===== src/rtl/spi_regfile_peripheral.sv =====
// SPI mode-0 peripheral fronting a small control register file.
// Supports writes and CIPO read-back; all pins oversampled on clk.
module spi_regfile_peripheral #(
  parameter int NUM_REGS    = 5,
  parameter int DATA_W      = 8,
  parameter int ADDR_W      = 7,
  parameter int SYNC_STAGES = 2
) (
  input  logic                       clk,
  input  logic                       rst_n,
  input  logic                       SCLK,
  input  logic                       COPI,
  input  logic                       nCS,
  output logic                       CIPO,
  output logic [NUM_REGS*DATA_W-1:0] regs_out,
  output logic                       wr_pulse,
  output logic [ADDR_W-1:0]          wr_addr,
  output logic                       frame_err
);

  localparam int FRAME = 1 + ADDR_W + DATA_W;
  localparam int CW    = $clog2(FRAME + 1);
  localparam int RXW   = ADDR_W + DATA_W;
  localparam logic [CW-1:0]     CNT_FULL = CW'(FRAME);
  localparam logic [CW-1:0]     CNT_LADR = CW'(ADDR_W);
  localparam logic [CW-1:0]     CNT_DATA = CW'(ADDR_W + 1);
  localparam logic [ADDR_W:0]   NREG     = (ADDR_W+1)'(NUM_REGS);

  logic [SYNC_STAGES-1:0] sclk_q, copi_q, ncs_q;
  logic                   sclk_p_q, ncs_p_q;

  always_ff @(posedge clk or negedge rst_n) begin
    if (!rst_n) begin
      sclk_q   <= '0;
      copi_q   <= '0;
      ncs_q    <= '1;
      sclk_p_q <= 1'b0;
      ncs_p_q  <= 1'b1;
    end else begin
      sclk_q   <= {sclk_q[SYNC_STAGES-2:0], SCLK};
      copi_q   <= {copi_q[SYNC_STAGES-2:0], COPI};
      ncs_q    <= {ncs_q[SYNC_STAGES-2:0], nCS};
      sclk_p_q <= sclk_q[SYNC_STAGES-1];
      ncs_p_q  <= ncs_q[SYNC_STAGES-1];
    end
  end

  logic sclk_s, copi_s, ncs_s;
  logic sclk_rise, sclk_fall, cs_fall, cs_rise;

  assign sclk_s    = sclk_q[SYNC_STAGES-1];
  assign copi_s    = copi_q[SYNC_STAGES-1];
  assign ncs_s     = ncs_q[SYNC_STAGES-1];
  assign sclk_rise = sclk_s & ~sclk_p_q;
  assign sclk_fall = ~sclk_s & sclk_p_q;
  assign cs_fall   = ~ncs_s & ncs_p_q;
  assign cs_rise   = ncs_s & ~ncs_p_q;

  logic [CW-1:0]     cnt_q, cnt_d;
  logic [RXW-1:0]    rx_q, rx_d;
  logic [DATA_W-1:0] tx_q, tx_d;
  logic              rw_q, rw_d;
  logic [DATA_W-1:0] regs_q [NUM_REGS];
  logic [DATA_W-1:0] regs_d [NUM_REGS];
  logic              wp_q, wp_d;
  logic              ferr_q, ferr_d;
  logic [ADDR_W-1:0] wa_q, wa_d;

  logic [ADDR_W-1:0] rx_addr, ld_addr;
  logic [DATA_W-1:0] rx_data, tx_load;
  logic              addr_ok;

  assign rx_addr = rx_q[DATA_W +: ADDR_W];
  assign rx_data = rx_q[DATA_W-1:0];
  // Address is complete only after the bit arriving on this rising edge.
  assign ld_addr = {rx_q[ADDR_W-2:0], copi_s};
  assign addr_ok = {1'b0, rx_addr} < NREG;

  always_comb begin
    tx_load = '0;
    for (int i = 0; i < NUM_REGS; i++)
      if (ld_addr == ADDR_W'(i)) tx_load = regs_q[i];
  end

  always_comb begin
    cnt_d  = cnt_q;
    rx_d   = rx_q;
    tx_d   = tx_q;
    rw_d   = rw_q;
    regs_d = regs_q;
    wa_d   = wa_q;
    wp_d   = 1'b0;
    ferr_d = 1'b0;
    if (cs_fall) begin
      cnt_d = '0;
      rx_d  = '0;
      tx_d  = '0;
      rw_d  = 1'b0;
    end else begin
      if (!ncs_s && sclk_rise && cnt_q != CNT_FULL) begin
        if (cnt_q == '0) rw_d = copi_s;
        else             rx_d = {rx_q[RXW-2:0], copi_s};
        if (cnt_q == CNT_LADR && !rw_q) tx_d = tx_load;
        cnt_d = cnt_q + CW'(1);
      end
      if (!ncs_s && sclk_fall && cnt_q > CNT_DATA)
        tx_d = {tx_q[DATA_W-2:0], 1'b0};
      if (cs_rise) begin
        if (cnt_q == CNT_FULL && rw_q) begin
          if (addr_ok) begin
            for (int i = 0; i < NUM_REGS; i++)
              if (rx_addr == ADDR_W'(i)) regs_d[i] = rx_data;
            wp_d = 1'b1;
            wa_d = rx_addr;
          end else begin
            ferr_d = 1'b1;
          end
        end else if (cnt_q != '0 && cnt_q != CNT_FULL) begin
          ferr_d = 1'b1;
        end
      end
    end
  end

  always_ff @(posedge clk or negedge rst_n) begin
    if (!rst_n) begin
      cnt_q  <= '0;
      rx_q   <= '0;
      tx_q   <= '0;
      rw_q   <= 1'b0;
      wp_q   <= 1'b0;
      ferr_q <= 1'b0;
      wa_q   <= '0;
      for (int i = 0; i < NUM_REGS; i++) regs_q[i] <= '0;
    end else begin
      cnt_q  <= cnt_d;
      rx_q   <= rx_d;
      tx_q   <= tx_d;
      rw_q   <= rw_d;
      wp_q   <= wp_d;
      ferr_q <= ferr_d;
      wa_q   <= wa_d;
      regs_q <= regs_d;
    end
  end

  for (genvar g = 0; g < NUM_REGS; g++) begin : g_flat
    assign regs_out[g*DATA_W +: DATA_W] = regs_q[g];
  end

  assign CIPO      = ~ncs_s & tx_q[DATA_W-1];
  assign wr_pulse  = wp_q;
  assign wr_addr   = wa_q;
  assign frame_err = ferr_q;

endmodule


===== config.mk =====
export PLATFORM = sky130hd
export DESIGN_NAME = spi_regfile_peripheral
export DESIGN_NICKNAME = d
export VERILOG_FILES = /design/src/rtl/spi_regfile_peripheral.sv
export SDC_FILE = /design/constraint.sdc
export NUM_CORES = 1
export LEC_CHECK = 0
export ABC_AREA = 1
export BUFFER_PORTS_ARGS = -buffer_cell sky130_fd_sc_hd__buf_2
export CORE_AREA = 2 2 137 139
export DETAILED_ROUTE_END_ITERATION = 6
export DIE_AREA = 0 0 139 141
export GPL_TIMING_DRIVEN = 0
export PLACE_DENSITY_LB_ADDON = 0.1
export SYNTH_ARGS = -nofsm -noshare
export SYNTH_HDL_FRONTEND = slang
export SYNTH_SLANG_ARGS = --single-unit

===== constraint.sdc =====
create_clock -name clk -period 1.5 [get_ports clk]
set_input_delay 0.3 -clock clk [delete_from_list [all_inputs] [get_ports clk]]
set_output_delay 0.3 -clock clk [all_outputs]
set_load 0.02 [all_outputs]

Word level (Yosys, flattened, before mapping). Cells that the tools add are included.

Output and inout bits: 50. Register bits: 86. Input bits: 5. Word-level logic and storage cells: 94.

Magnitude comparators: 2. Eq/ne operators: 12. Bitwise operators: 10. Reductions and logical operators: 26. Add/subtract/negate cells: 1. Mux-type cells: 26.

Operators by type and width (count): 8-bit 2-to-1 mux (9); 15-bit 2-to-1 mux (3); 7-bit by 2-bit == test with 1-bit output (second input constant) (4); 5-bit AND reduction (5); 7-bit by 1-bit == test with 1-bit output (second input constant) (2); 7-bit by 3-bit == test with 1-bit output (second input constant) (2); 7-bit logical NOT (2); 1-bit 2-to-1 mux (12); 5-bit 2-to-1 mux (2); 1-bit logical AND (7); 7-bit by 3-bit < comparator with 1-bit output (second input constant) (1); 2-bit AND reduction (3); 3-bit nonzero test (2); 5-bit by 1-bit adder with 5-bit output (second input constant) (1); 1-bit AND (5); 5-bit by 3-bit == test with 1-bit output (second input constant) (1); 5-bit == test (second input constant) (1); 5-bit by 4-bit > comparator with 1-bit output (second input constant) (1); 5-bit logical NOT (1); 5-bit inequality test (second input constant) (1); 1-bit inverter (5); 5-bit nonzero test (1); 4-bit AND reduction (1); 2-bit nonzero test (2); 2 further kinds (3).

Longest topological paths before layout.
Depth in word-level cells: 10. Gate-level depth with buffers: 12.

Worst setup path before layout. OpenSTA, ideal clock, no wires.

Path type: register to register. Start: register cnt_q[0]. End: register regs_q (netlist bit regs_out[29]). Cell stages (with the launch flop): 13. Arrival: 1587 ps. Slack: -212 ps. Path buffers: 1. Setup time: 125 ps. Path through: dfrtp_1 inv_1 ha_1 nand2_4 nor2_8 nand3_4 nor2_4 nand2_4 inv_8 nand2_4 buf_6 nand2_2 o21ai_2.

Cells in the longest elaborated chain, start to end: 3.

RTL lines: start, declared (line 59) `logic [CW-1:0] cnt_q, cnt_d;`; start signal, assigned (line 136) `cnt_q <= cnt_d;`; 5-bit == test (line 109) `if (cnt_q == CNT_FULL && rw_q) begin`; 1-bit logical AND (line 109); 5-bit AND reduction (no source line); end signal, assigned (line 143) `regs_q <= regs_d;`; end, declared (line 63) `logic [DATA_W-1:0] regs_q [NUM_REGS];`.

Every way passes these cells. A chain may end at the register's enable or synchronous reset.

Final worst setup path.
Start: register cnt_q[1]. End: register regs_q (netlist bit regs_out[39]).

Same word-level chain as after synthesis.

==> run metrics <==
Switching Share 24.7%; first-pass GRT wire length 20.2 mm; hold_ws 0.0589 ns; IO Port Bufs 54; post-detail-place hpwl 8.39 mm; Worst-Margin Slew 0.524 ns; Top Metal Used met4; cell area after synthesis 4080 um^2; Hold Crit Endpoint copi_q[0]; status finished with violations; Post-synth EDFFs 0; FF+latch count, synth 86; synth top area cells dfrtp_1, nand2_1, nand3_1; vias 3,511; Max Slew Vio Count 0; Post-Layout Inst Area 6050 um^2; failing checks setup timing; Async SR Flop Fraction 100%; layout cells sized above 1 50.9%; Int Pwr 3740 uW; Routed WL 13.0 mm; clock network fraction of total power 42.8%; WHS Path Cells 1; met2 WL post-DR 6.43 mm; delay-heaviest family, CP simple AND/OR/NAND/NOR gates; final setup margin -0.176 ns; CP endpoint kind flop; Root Driver clkbuf_16; Reg2Reg Depth 12; Starting Density 22.4%; maxcap violations 0; FP Rows 50; final worst path period need 1.68 ns; Min-Delay Startpoint COPI; most instantiated cells after synthesis nand2_1, dfrtp_1, nand3_1, nor2_1, inv_1; die height 141 um; final period utilization 112%; initial DRC count 165; First-pass DRT Iterations 4; TritonCTS Sinks 86; CP Cell Sequence inv_2 -> ha_4 -> nand2_4 -> nor2_8 -> nand3_4 -> nor2_4 -> nand2_4 -> inv_12 -> nand2_8 -> buf_12 -> nand2_2 -> o21ai_2; Clock transition at path regs 0.06 ns; Crit Path Max Fanout 7; Placed Instances 728; clock skew 0.00584 ns; slowest stage delay, CP 0.38 ns; Util after Layout 33.1%; post-route antenna net violation count 0; Post-route DRC 0; Mapped Cells 439; P_sw 1230 uW; CTS tree yes; critical path's slowest cell dfrtp_1; Post-Layout Cell Count 800; met3 WL post-DR 469 um; Num CTS Buffers 9; GRT Total Usage 13.6%; RSZ-0062 raised after global routing yes; # IOs 55; Nets 568; vias per cell 4.39; most used cell, CP nand2_4; CP Data Required Time 1.71 ns; RR Startpoint cnt_q[1]; syn_nets 446; Slew headroom 65.1%; htree depth 3; largest net degree at the start of global routing 52; final hold vios 0; combinational share of power 8.9%; Die Width 139 um; top-area cell type share of the netlist area 50.9%; worst hold path type in -> reg; CP Buf/Inv Count 3; Yosys Warn Count 0; Place WS -0.461 ns; Final setup viols 68; M1 WL 5.96 mm; die area 19,600 um^2; Layout Area Growth over Synthesis 48.0%; PwrDens 821 nW/um^2; Worst setup SP type flop; Worst Path Arrival 1.89 ns; Post-DP Area 4700 um^2; most instantiated library cell after synthesis nand2_1; post-synth top area cell dfrtp_1; achievable frequency 597 MHz; R2R Setup Slk -0.18 ns; CTS max path bufs 2; FF-to-FF End regs_out[39]; Top FF cell, synth dfrtp_1; antenna cell count 0; post-DR wirelength/cell 16.3 um; vias in the first global route 3,533; Setup CP Type reg -> reg; grt ovf 0; maximum vdd drop 0.473 mV; distinct cell type count after synthesis 35; Post-Syn Area per Cell 9.30 um^2; sequential element share of the synthesized area 52.8%; cell leakage power 0.00287 uW; GPL Wtd Cong 0.767; latest clock arrival within the worst-skew pair 0.34 ns; initial antenna violation count 0; core area 18,300 um^2; Reg power frac 48.3%
## timing repair
item | in CTS | in global routing
endpoints found under the hold margin | 35 | 0
cloned | 6 | 2
pin swaps | 17 | 20
hold buffers | 1 | 0
endpoints found under the setup margin | 59 | 76
buffers inserted | 34 | 14
gates resized for setup | 82 | 71
## layout make-up
| type | count | area (um^2) |
|---|---|---|
| buffer | 11 | 146 |
| clock buffer | 15 | 268 |
| clock inverter | 1 | 5.00 |
| fill | 1939 | 12200 |
| inverter | 46 | 208 |
| multi-input combinational | 296 | 2070 |
| sequential | 86 | 2160 |
| tap | 234 | 293 |
| timing repair buffer | 111 | 897 |
## worst max path at each step
| stage | from | slack (ns) | to | depth (start not counted) |
|---|---|---|---|---|
| after floorplan | cnt_q[1] | -0.10 | regs_out[29] | 12 |
| after global placement | rst_n | -0.81 | wr_addr[3] | 1 |
| after detailed placement | rx_q[5] | -0.46 | tx_q[4] | 8 |
| after CTS | cnt_q[0] | -0.25 | regs_out[30] | 12 |
| after global routing | cnt_q[0] | -0.25 | regs_out[30] | 12 |
| final | cnt_q[1] | -0.18 | regs_out[39] | 12 |
## layer usage
| layer | up-vias | GRT usage [%] |
|---|---|---|
| met5 | - | 0 |
| met4 | 0 | 5.26 |
| met3 | 11 | 1.80 |
| met2 | 71 | 22.2 |
| met1 | 1725 | 18.3 |
| li1 | 1704 | - |
## power groups by stage
stage               sequential [uW]  combinational [uW]  clock [uW]
finish                         2390                 444        2120
global route                   2400                 495        2300
CTS                            2390                 414        2210
detailed placement             2430                 335           0
global placement               2430                 324           0
floorplan                      2430                 197           0
## per-stage QoR
stage          TNS, ns  power, uW
3_5_place_dp    -15.26       2770
4_1_cts         -11.25       5020
3_3_place_gp    -82.32       2760
5_1_grt         -14.03       5190
2_1_floorplan    -2.07       2620
6_report         -8.64       4960
## sequential cells by signal, indices dropped and copies added, names as in the netlist
signal,cells
wr_addr,7
wr_pulse,1
ncs_q,2
copi_q,2
regs_out,40
tx_q,8
cnt_q,5
ncs_p_q,1
rx_q,15
sclk_p_q,1
frame_err,1
rw_q,1
sclk_q,2
## cell usage in the layout (no fill, tap or decap), drive strengths merged
cell type / n
o22ai: 13
or2: 2
o211ai: 1
a31oi: 1
buf: 120
nand3: 50
nor4: 5
o31ai: 1
clkbuf: 16
nand2: 111
dlygate4sd3: 1
a22oi: 1
o21ai: 52
a21oi: 4
nor3: 3
ha: 2
dfrtp: 83
clkinv: 1
nor2: 47
nand4: 3
inv: 44
clkinvlp: 2
dfstp: 3
## kinds of logic (layout without fill, tap and decap cells)
kind of cell	count (synthesis)	after routing	synth area share (%)
AND/OR/NAND/NOR	221	221	27.8
buffers and inverters	57	184	6.68
adder cells (fa/ha/maj)	2	2	0.613
flip-flops	86	86	52.8
AO/OA/AOI/OAI	73	73	12.1
Power figures use the tool's default switching activity.
